<file path="config.mk">
export PLATFORM = sky130hd
export DESIGN_NAME = cd_multi_divider
export DESIGN_NICKNAME = d
export VERILOG_FILES = /design/src/rtl/cd_multi_pkg.sv /design/src/rtl/cd_channel.sv /design/src/rtl/cd_multi_divider.sv
export SDC_FILE = /design/constraint.sdc
export NUM_CORES = 1
export LEC_CHECK = 0
export BUFFER_PORTS_ARGS = -buffer_cell sky130_fd_sc_hd__buf_2
export CAP_MARGIN = 20
export CORE_MARGIN = 3
export CORE_UTILIZATION = 25
export DETAILED_ROUTE_END_ITERATION = 10
export GPL_ROUTABILITY_DRIVEN = 0
export PLACE_DENSITY = 0.41
export RECOVER_POWER = 100
export SYNTH_ARGS = -nofsm -noshare
export SYNTH_HDL_FRONTEND = slang
export SYNTH_SLANG_ARGS = --single-unit
</file>
<file path="constraint.sdc">
create_clock -name clk -period 2.1 [get_ports clk]
set_clock_uncertainty 0.15 [all_clocks]
set_input_delay 0.105 -clock clk [delete_from_list [all_inputs] [get_ports clk]]
set_output_delay 0.105 -clock clk [all_outputs]
set_load 0.03 [all_outputs]
</file>
<file path="src/rtl/cd_multi_pkg.sv">
// Shared constants and configuration checks for the multi-channel clock divider.
// Pure definitions: no latency, no flow control.
package cd_multi_pkg;

  localparam int CTRL_EN_BIT = 0;

  // Config address MSB selects ctrl (1) versus limit (0) writes.
  function automatic int addr_ctrl_bit(input int addr_w);
    return addr_w - 1;
  endfunction

  function automatic bit cfg_ok(input int num_ch, input int cnt_w,
                                input int addr_w, input int data_w);
    return (data_w >= cnt_w) && (num_ch >= 1) && (num_ch <= 8) &&
           (num_ch <= (1 << (addr_w - 1)));
  endfunction

endpackage

</file>
<file path="src/rtl/cd_channel.sv">
// One divider channel: counter, active/shadow limit, enable, divided clock, wrap tick (CD_TICK_EN).
// New limits take effect at the next wrap; pending blocks further limit writes until then.
module cd_channel
  import cd_multi_pkg::*;
#(
  parameter int                   WIDTH_CNT = 16,
  parameter logic [WIDTH_CNT-1:0] RST_LIMIT = 1,
  parameter logic                 RST_EN    = 1'b1
) (
  input  logic                 clk,
  input  logic                 rst,
  input  logic                 wr_limit,
  input  logic                 wr_ctrl,
  input  logic [WIDTH_CNT-1:0] wr_data,
  input  logic                 wr_en,
  output logic                 pending,
  output logic                 clk_out,
  output logic                 tick
);

  logic [WIDTH_CNT-1:0] cnt;
  logic [WIDTH_CNT-1:0] limit;
  logic [WIDTH_CNT-1:0] shadow;
  logic                 en;
  logic                 wrap;
  logic                 disable_now;
  logic                 enable_now;

  assign wrap        = en && (cnt == limit);
  assign disable_now = wr_ctrl & ~wr_en;
  assign enable_now  = wr_ctrl & wr_en & ~en;

  always_ff @(posedge clk) begin
    if (rst) begin
      cnt     <= '0;
      clk_out <= 1'b0;
      pending <= 1'b0;
      limit   <= RST_LIMIT;
      shadow  <= RST_LIMIT;
      en      <= RST_EN;
    end else if (disable_now) begin
      en      <= 1'b0;
      cnt     <= '0;
      clk_out <= 1'b0;
      pending <= 1'b0;
      if (pending) limit <= shadow;
    end else if (enable_now) begin
      en      <= 1'b1;
      cnt     <= '0;
      clk_out <= 1'b0;
    end else if (en) begin
      if (wrap) begin
        // A write landing on the wrap cycle bypasses the shadow entirely.
        cnt     <= '0;
        clk_out <= ~clk_out;
        pending <= 1'b0;
        if (wr_limit)     limit <= wr_data;
        else if (pending) limit <= shadow;
      end else begin
        cnt <= cnt + WIDTH_CNT'(1);
        if (wr_limit) begin
          shadow  <= wr_data;
          pending <= 1'b1;
        end
      end
    end else if (wr_limit) begin
      limit <= wr_data;
    end
  end

`ifdef CD_TICK_EN
  always_ff @(posedge clk) begin
    if (rst) tick <= 1'b0;
    else     tick <= wrap & ~disable_now;
  end
`else
  assign tick = 1'b0;
`endif

endmodule

</file>
<file path="src/rtl/cd_multi_divider.sv">
// N-channel programmable clock divider; config writes stall (c_ready low) while the target channel
// has a limit pending. Optional wrap ticks under CD_TICK_EN; c_err is sticky until rst.
module cd_multi_divider
  import cd_multi_pkg::*;
#(
  parameter int                          NUM_CH            = 4,
  parameter int                          WIDTH_CNT         = 16,
  parameter int                          WIDTH_CONFIG_ADDR = 4,
  parameter int                          WIDTH_CONFIG_DATA = 16,
  parameter logic [NUM_CH*WIDTH_CNT-1:0] RST_LIMIT = {NUM_CH{{{(WIDTH_CNT-1){1'b0}}, 1'b1}}},
  parameter logic [NUM_CH-1:0]           RST_EN    = {NUM_CH{1'b1}}
) (
  input  logic                         clk,
  input  logic                         rst,
  input  logic [WIDTH_CONFIG_ADDR-1:0] c_addr,
  input  logic [WIDTH_CONFIG_DATA-1:0] c_data,
  input  logic                         c_valid,
  output logic                         c_ready,
  output logic [NUM_CH-1:0]            clk_out,
  output logic [NUM_CH-1:0]            ch_tick,
  output logic                         c_err
);

  localparam int ADDR_CTRL_BIT = addr_ctrl_bit(WIDTH_CONFIG_ADDR);
  localparam int CH_W          = WIDTH_CONFIG_ADDR - 1;

  if (!cfg_ok(NUM_CH, WIDTH_CNT, WIDTH_CONFIG_ADDR, WIDTH_CONFIG_DATA)) begin : g_cfg_err
    $error("cd_multi_divider: unsupported NUM_CH/width combination");
  end

  logic [CH_W-1:0]   ch;
  logic              is_ctrl;
  logic              ch_ok;
  logic              ch_pend;
  logic              accept;
  logic [NUM_CH-1:0] pending;

  assign ch      = c_addr[CH_W-1:0];
  assign is_ctrl = c_addr[ADDR_CTRL_BIT];

  always_comb begin
    ch_ok   = 1'b0;
    ch_pend = 1'b0;
    for (int i = 0; i < NUM_CH; i++) begin
      if (ch == CH_W'(i)) begin
        ch_ok   = 1'b1;
        ch_pend = pending[i];
      end
    end
  end

  // Writes to nonexistent channels are always accepted so the master never stalls on them.
  assign c_ready = ch_ok ? ~ch_pend : 1'b1;
  assign accept  = c_valid & c_ready;

  for (genvar g = 0; g < NUM_CH; g++) begin : g_ch
    cd_channel #(
      .WIDTH_CNT (WIDTH_CNT),
      .RST_LIMIT (RST_LIMIT[g*WIDTH_CNT +: WIDTH_CNT]),
      .RST_EN    (RST_EN[g])
    ) u_ch (
      .clk      (clk),
      .rst      (rst),
      .wr_limit (accept & ~is_ctrl & (ch == CH_W'(g))),
      .wr_ctrl  (accept &  is_ctrl & (ch == CH_W'(g))),
      .wr_data  (c_data[WIDTH_CNT-1:0]),
      .wr_en    (c_data[CTRL_EN_BIT]),
      .pending  (pending[g]),
      .clk_out  (clk_out[g]),
      .tick     (ch_tick[g])
    );
  end

  always_ff @(posedge clk) begin
    if (rst)                  c_err <= 1'b0;
    else if (accept & ~ch_ok) c_err <= 1'b1;
  end

endmodule

</file>
==> results_dict.tcl, run 1 <==
set metrics [dict create \
    worstSetupStartpointType "flop" \
    regToRegSetupSlack_ps 40 \
    synthToLayoutAreaGrowth_pct 26.4 \
    worstHoldPathType "in2reg" \
    maxClockFrequency_mhz 485 \
    detail-route-antenna-nets 0 \
    synth_ff_type "sky130_fd_sc_hd__dfxtp_1" \
    finalNonFillerCells 1825 \
    synth.area.top_cells "sky130_fd_sc_hd__dfxtp_1 (39%), sky130_fd_sc_hd__mux2i_1 (12%), sky130_fd_sc_hd__mux2_2 (6.4%), sky130_fd_sc_hd__xnor2_1 (5.9%), sky130_fd_sc_hd__nand2_1 (4.5%)" \
    r2r-start "g_ch[0].u_ch.pending" \
    floorplan.io_pins 33 \
    r2r-end "g_ch[0].u_ch.limit[13]" \
    finalCritPeriodShare 0.983 \
    synth_edf_count 0 \
    period_minus_slack_ps 2060 \
    min-delay-start "c_addr[2]" \
    muxShareOfSynthArea 0.188 \
    asyncSetResetFlopFracSynth 0 \
    cts_tree "yes" \
    n_antenna_cell 0 \
    grt_max_degree 78 \
    globalRoute.totalOverflow 0 \
    tritoncts_buffer_count 26 \
    die_x_um 212 \
    ys_seq_elements 205 \
    power.density_cell_area_mw_per_mm2 792 \
    avgRoutedWirePerCell_um 17.8 \
    synth-adder-area-share 0.00471 \
    yosysMostFrequentCell "sky130_fd_sc_hd__dfxtp_1" \
    gr_util_all_layers 0.141 \
    max_cap_violations 0 \
    clock_insertion_delay_worst_skew_ps 530 \
    starting_density 0.257 \
    finalSetupViolCount 0 \
    slew_headroom 0.598 \
    totalWireLength_um 32400 \
    firstDrtPassIters 4 \
    master_cell_of_the_clock_root_buffer "sky130_fd_sc_hd__clkbuf_16" \
    netlist_top_cells_count "sky130_fd_sc_hd__dfxtp_1 (205), sky130_fd_sc_hd__mux2i_1 (130), sky130_fd_sc_hd__nand2_1 (128)" \
    yosysWarnings 0 \
    grt_pass1_vias 8341 \
    detail_route.vias_per_cell 4.70 \
    final-max-slew-violation-count 0 \
    finalPower_mw 10.6 \
    fraction_of_the_mapped_netlist_area_in_compound_gates 0.0967 \
    synth.distinct_cells 50 \
    final_layout_size_suffix_gt1_frac 0.222 \
    synth_largest_area_cell "sky130_fd_sc_hd__dfxtp_1" \
    setup_repair_after_global_routing_missed_its_margin "yes" \
    crit_chain "or4_4 > o21a_4 > nor2_8 > buf_12 > mux2i_1 > a211oi_1 > a41o_1" \
    post-place-cells 1752 \
    worstPathMaxFanout 5 \
    simple_gate_share_of_the_synthesized_area 0.180 \
    synthCells 1172 \
    ctsHtreeMaxLevel 1 \
    clock_tree.buffer_depth 3 \
    synthDominantCellAreaShare 0.386 \
    crit_slowest_cell "sky130_fd_sc_hd__or4_4" \
    cp_slowest_stage_delay_ps 450 \
    min_delay_worst_endpoint "g_ch[0].u_ch.en" \
    tns_ps 0 \
    dieHeight_um 212 \
    synth.cell_area_mm2 0.0106 \
    design.die.area_mm2 0.0450 \
    critPathRequiredTime_ps 2380 \
    cts_num_sinks 205 \
    r2r_cells 7 \
    detailed_place_hpwl_um 22000 \
    nFillCells 4340 \
    hold_violation_count_in_the_final_report 0 \
    core_area_mm2 0.0414 \
    crit_path_end_kind "flop" \
    cts.reportedPaths.clkPinSlew_ps 60 \
    drt-initial-drc-count 367 \
    worstSetupPathType "reg2reg" \
    worst_setup_path_startpoint "g_ch[0].u_ch.pending" \
    p_leak_nw 5.22 \
    post_synth_xor_area_fraction 0.102 \
    hold_depth 4 \
    port_buffers 28 \
    syn-mean-instance-area_um2 9.07 \
    detail_route.drc_violations 0 \
    worst_pin_slew_ps 601 \
    route.vias.total 8578 \
    wire_length_of_the_first_global_routing_pass_um 49600 \
    worst-endpoint-arrival_ps 2340 \
    worst_ir_drop_vdd_uv 464 \
    synth-seq-area-share 0.386 \
    grt_antenna_before_repair 0 \
    finalNetCount 1303 \
    run_status "complete, no violations" \
    dominant_combinational_cell_family_by_area_after_synthesis "multiplexers" \
    rows 74 \
]
-- worst max-delay path by stage --
stage,end,slack (ps),depth (start not counted)
2_1_floorplan,g_ch[2].u_ch.limit[10],9,7
5_1_grt,g_ch[0].u_ch.limit[14],-40,7
3_3_place_gp,g_ch[0].u_ch.limit[13],-80,8
3_5_place_dp,g_ch[0].u_ch.limit[13],-80,8
6_report,g_ch[0].u_ch.limit[13],40,7
4_1_cts,c_ready,2,4
-- metal layers --
metal  vias to the layer above  global-route usage  part of all wire
met1                      4137               0.206              0.50
met5                         -                   0                 0
li1                       4291                   -                 -
met3                        36              0.0195             0.036
met2                       114               0.225              0.45
met4                         0              0.0233             0.014
-- critical path, delay by kind of cell, from the launching register on --
family                 cells  cell delay (ps)
AOI/OAI and AO/OA          3              520
and+or+nand+nor            2              610
buffers and inverters      1              140
muxes                      1              230
DFF                        1              310
-- cells by family after synthesis --
logic type                 count (synthesis)
buffers and inverters                     92
AOI/OAI and AO/OA                        152
DFF                                      205
and+or+nand+nor                          403
muxes                                    191
other                                      1
xor gates and xnor gates                 124
adders and majority gates                  4
-- per-stage QoR --
| stage | util | hold WS [ps] | cell area (µm²) | setup WS (ps) |
|---|---|---|---|---|
| final | 0.325 | 57.3 | 13400 | 36.1 |
| after global placement | 0.291 | 294 | 12000 | -81.2 |
| after global routing | 0.325 | 104 | 13400 | -38.2 |
| after CTS | 0.317 | 15.5 | 13100 | 1.78 |
| after detailed placement | 0.291 | 294 | 12100 | -81.2 |
| after floorplan | - | 95.6 | 10600 | 8.51 |
-- registers in the layout (all words and copies together) (netlist names) --
signal / flops
g_ch.u_ch.cnt: 64
g_ch.u_ch.en: 4
c_err: 1
g_ch.u_ch.limit: 64
g_ch.u_ch.clk_out: 4
g_ch.u_ch.pending: 4
g_ch.u_ch.shadow: 64
-- placed cells by master, fill, tap and decap left out, types with 4 or more instances in the layout --
master                          count
sky130_fd_sc_hd__a211oi_1          19
sky130_fd_sc_hd__a21o_1            45
sky130_fd_sc_hd__a21oi_1           60
sky130_fd_sc_hd__a41o_1            15
sky130_fd_sc_hd__and3_1            10
sky130_fd_sc_hd__buf_12            19
sky130_fd_sc_hd__buf_2             22
sky130_fd_sc_hd__buf_4             84
sky130_fd_sc_hd__clkbuf_1          12
sky130_fd_sc_hd__clkbuf_16         31
sky130_fd_sc_hd__clkbuf_8           9
sky130_fd_sc_hd__conb_1             4
sky130_fd_sc_hd__dfxtp_1          193
sky130_fd_sc_hd__dfxtp_2           12
sky130_fd_sc_hd__dlygate4sd3_1     20
sky130_fd_sc_hd__ha_1               4
sky130_fd_sc_hd__inv_1              5
sky130_fd_sc_hd__mux2_2            60
sky130_fd_sc_hd__mux2i_1          127
sky130_fd_sc_hd__nand2_1          127
sky130_fd_sc_hd__nand2b_1          14
sky130_fd_sc_hd__nand3_1           70
sky130_fd_sc_hd__nand3b_1           4
sky130_fd_sc_hd__nand4_1           26
sky130_fd_sc_hd__nor2_1           102
sky130_fd_sc_hd__nor3_1             9
sky130_fd_sc_hd__nor3_2             5
sky130_fd_sc_hd__nor4_1             7
sky130_fd_sc_hd__o21ai_0            6
sky130_fd_sc_hd__xnor2_1           65
sky130_fd_sc_hd__xnor2_2            6
sky130_fd_sc_hd__xor2_1            53
-- power by group --
part	switching, mW	internal [mW]	leakage (nW)
logic	1.14	0.819	3.14
clock network	1.75	2.78	0.424
registers	0.118	4.03	1.66
-- cell type report --
cell class                 count  area, µm²  area share
clock inverter                 2       38.8     0.00289
inverter                       6       22.5     0.00168
multi-input combinational    878       6260       0.466
timing repair buffer         159       1510       0.112
clock buffer                  43        826      0.0615
sequential                   205       4120       0.307
tap                          532        666      0.0495
-- repair_timing --
| item | in CTS | in global routing |
|---|---|---|
| pin swaps | 0 | 11 |
| hold endpoints to repair | 70 | 0 |
| endpoints found under the setup margin | 50 | 152 |
| gates cloned | 0 | 4 |
| hold buffers | 20 | 0 |
| buffers inserted | 0 | 4 |
| resized for setup | 5 | 42 |
Note: power is estimated with default switching activity, not from simulation.
==> inputs of run 2 (changes only) <==
Settings changed: CELL_PAD_IN_SITES_DETAIL_PLACEMENT set to 0, CELL_PAD_IN_SITES_GLOBAL_PLACEMENT set to 1, PLACE_DENSITY 0.41 to 0.49.
==> run 2 against run 1 <==
  * The flow now finishes with violations (negative setup slack)
  * Worst hold slack got worse by 38 ps
  * Total power rose by 0.62%
  * Sequential share of layout area fell by 0.16 points
  * Via count fell by 0.23%
  * Clock power rose by 2%
  * Final area rose by 0.57%
  * Global-route usage rose by 0.92 points
  * Critical path depth fell by 2
  * Flip-flop and latch count did not move
  * Combinational power barely moved
  * Critical path type unchanged
  * Setup slack got worse by 71 ps
  * Largest power group unchanged
  * Non-clock buffer count rose by 14
==> results_dict.tcl, run 2 (synthesized netlist as in run 1, its figures left out) <==
set metrics [dict create \
    worst-endpoint-arrival_ps 2380 \
    p_leak_nw 5.27 \
    nFillCells 4318 \
    mostFrequentLayoutCell "sky130_fd_sc_hd__dfxtp_1" \
    worstPathMaxFanout 4 \
    postLayoutSetupSlackWorst_ps -34.6 \
    detailed_place_hpwl_um 22800 \
    regToRegSetupSlack_ps -30 \
    worst_setup_path_startpoint "g_ch[0].u_ch.pending" \
    period_minus_slack_ps 2130 \
    cts.reportedPaths.clkPinSlew_ps 60 \
    tritoncts_buffer_count 27 \
    globalRoute.totalOverflow 0 \
    gr_util_all_layers 0.150 \
    r2r-start "g_ch[0].u_ch.pending" \
    ctsHtreeMaxLevel 1 \
    port_buffers 28 \
    maxClockFrequency_mhz 468 \
    design.die.area_mm2 0.0450 \
    min-delay-start "c_addr[2]" \
    max_cap_violations 0 \
    detail_route.vias_per_cell 4.64 \
    detail-route-antenna-nets 0 \
    r2r_cells 5 \
    worst_ir_drop_vdd_uv 515 \
    critPathRequiredTime_ps 2350 \
    clock_tree.buffer_depth 3 \
    finalSetupViolCount 2 \
    biggestRegsByFlops "g_ch.u_ch.cnt (64), g_ch.u_ch.limit (64), g_ch.u_ch.shadow (64)" \
    power.density_cell_area_mw_per_mm2 792 \
    worst_hold_slack_ps 19.1 \
    totalWireLength_um 34100 \
    clock_insertion_delay_worst_skew_ps 550 \
    firstDrtPassIters 4 \
    cts_num_sinks 205 \
    dieHeight_um 212 \
    worstSetupPathType "reg2reg" \
    starting_density 0.257 \
    rows 74 \
    crit_path_end_kind "flop" \
    final-max-slew-violation-count 0 \
    route.vias.total 8558 \
    detail_route.drc_violations 0 \
    grt_pass1_vias 8518 \
    run_status "finished, violations left" \
    finalNetCount 1318 \
    preCtsSetupSlack_ps -68.3 \
    final_layout_size_suffix_gt1_frac 0.233 \
    cts_tree "yes" \
    core_area_mm2 0.0414 \
    postLayoutCoreUtil 0.327 \
    failed_checks "negative setup slack" \
    synthToLayoutAreaGrowth_pct 27.1 \
    floorplan.io_pins 33 \
    finalCritPeriodShare 1.02 \
    setup_repair_after_global_routing_missed_its_margin "yes" \
    wire_length_of_the_first_global_routing_pass_um 52300 \
    hold_depth 5 \
    finalPower_mw 10.7 \
    avgRoutedWirePerCell_um 18.5 \
    master_cell_of_the_clock_root_buffer "sky130_fd_sc_hd__clkbuf_16" \
    grt_antenna_before_repair 0 \
    die_x_um 212 \
    worstHoldPathType "in2reg" \
    hold_violation_count_in_the_final_report 0 \
    worstSetupStartpointType "flop" \
    layout.cells.most_common_list "sky130_fd_sc_hd__dfxtp_1 (192), sky130_fd_sc_hd__nand2_1 (128), sky130_fd_sc_hd__mux2i_1 (128), sky130_fd_sc_hd__nor2_1 (103), sky130_fd_sc_hd__buf_4 (89)" \
    grt_max_degree 78 \
    drt-initial-drc-count 511 \
]
run 2: worst paths after layout:
kind,endpoint
worst max register to register,g_ch[0].u_ch.en
worst min-delay path,g_ch[2].u_ch.en
worst max-delay path,g_ch[0].u_ch.en
worst min register to register,g_ch[3].u_ch.shadow[5]
run 2: area by class of cell:
type                            count  area, µm²  share of cell area
Multi-Input combinational cell    878       6290               0.466
Inverter                            6       22.5             0.00167
Sequential cell                   205       4120               0.305
Clock inverter                      8       83.8             0.00620
Antenna cell                        1       2.50            0.000185
Tap cell                          532        666              0.0493
Clock buffer                       41        808              0.0598
Timing Repair Buffer              173       1520               0.112
run 2: through the flow:
step	setup TNS (ps)	instances	instance area, µm²
2_1_floorplan	0	1175	10600
3_3_place_gp	-1570	1765	12100
3_5_place_dp	-1850	1766	12100
4_1_cts	-55.0	1837	13300
5_1_grt	-2000	1843	13500
6_report	-42.7	1844	13500
run 2: timing repair:
item / in CTS / in global routing
hold buffers: 22 / 0
cloned: 0 / 2
setup endpoints to repair: 90 / 151
endpoints found under the hold margin: 76 / 0
pin swaps: 0 / 10
resized for setup: 12 / 48
setup buffers: 0 / 5
run 2: critical path, stage by stage (launching register included):
cell and delay (ps):
sky130_fd_sc_hd__dfxtp_1 310, sky130_fd_sc_hd__or4_4 460, sky130_fd_sc_hd__nor3_4 280, sky130_fd_sc_hd__buf_4 170, sky130_fd_sc_hd__dlygate4sd3_1 550, sky130_fd_sc_hd__o21ai_0 80
run 2: power breakdown:
| group | switching, mW | internal (mW) |
|---|---|---|
| registers | 0.115 | 4.03 |
| clock network | 1.83 | 2.78 |
| logic | 1.19 | 0.766 |
| total | 3.13 | 7.57 |
run 2: layer usage:
metal | vias up | global-route usage | routed length (µm) | share of wire
met1 | 4075 | 0.231 | 17700 | 0.52
li1 | 4328 | - | - | -
met5 | - | 0 | 0 | 0
met3 | 26 | 0.0207 | 1480 | 0.044
met4 | 0 | 0.0247 | 490 | 0.014
met2 | 129 | 0.225 | 14400 | 0.42
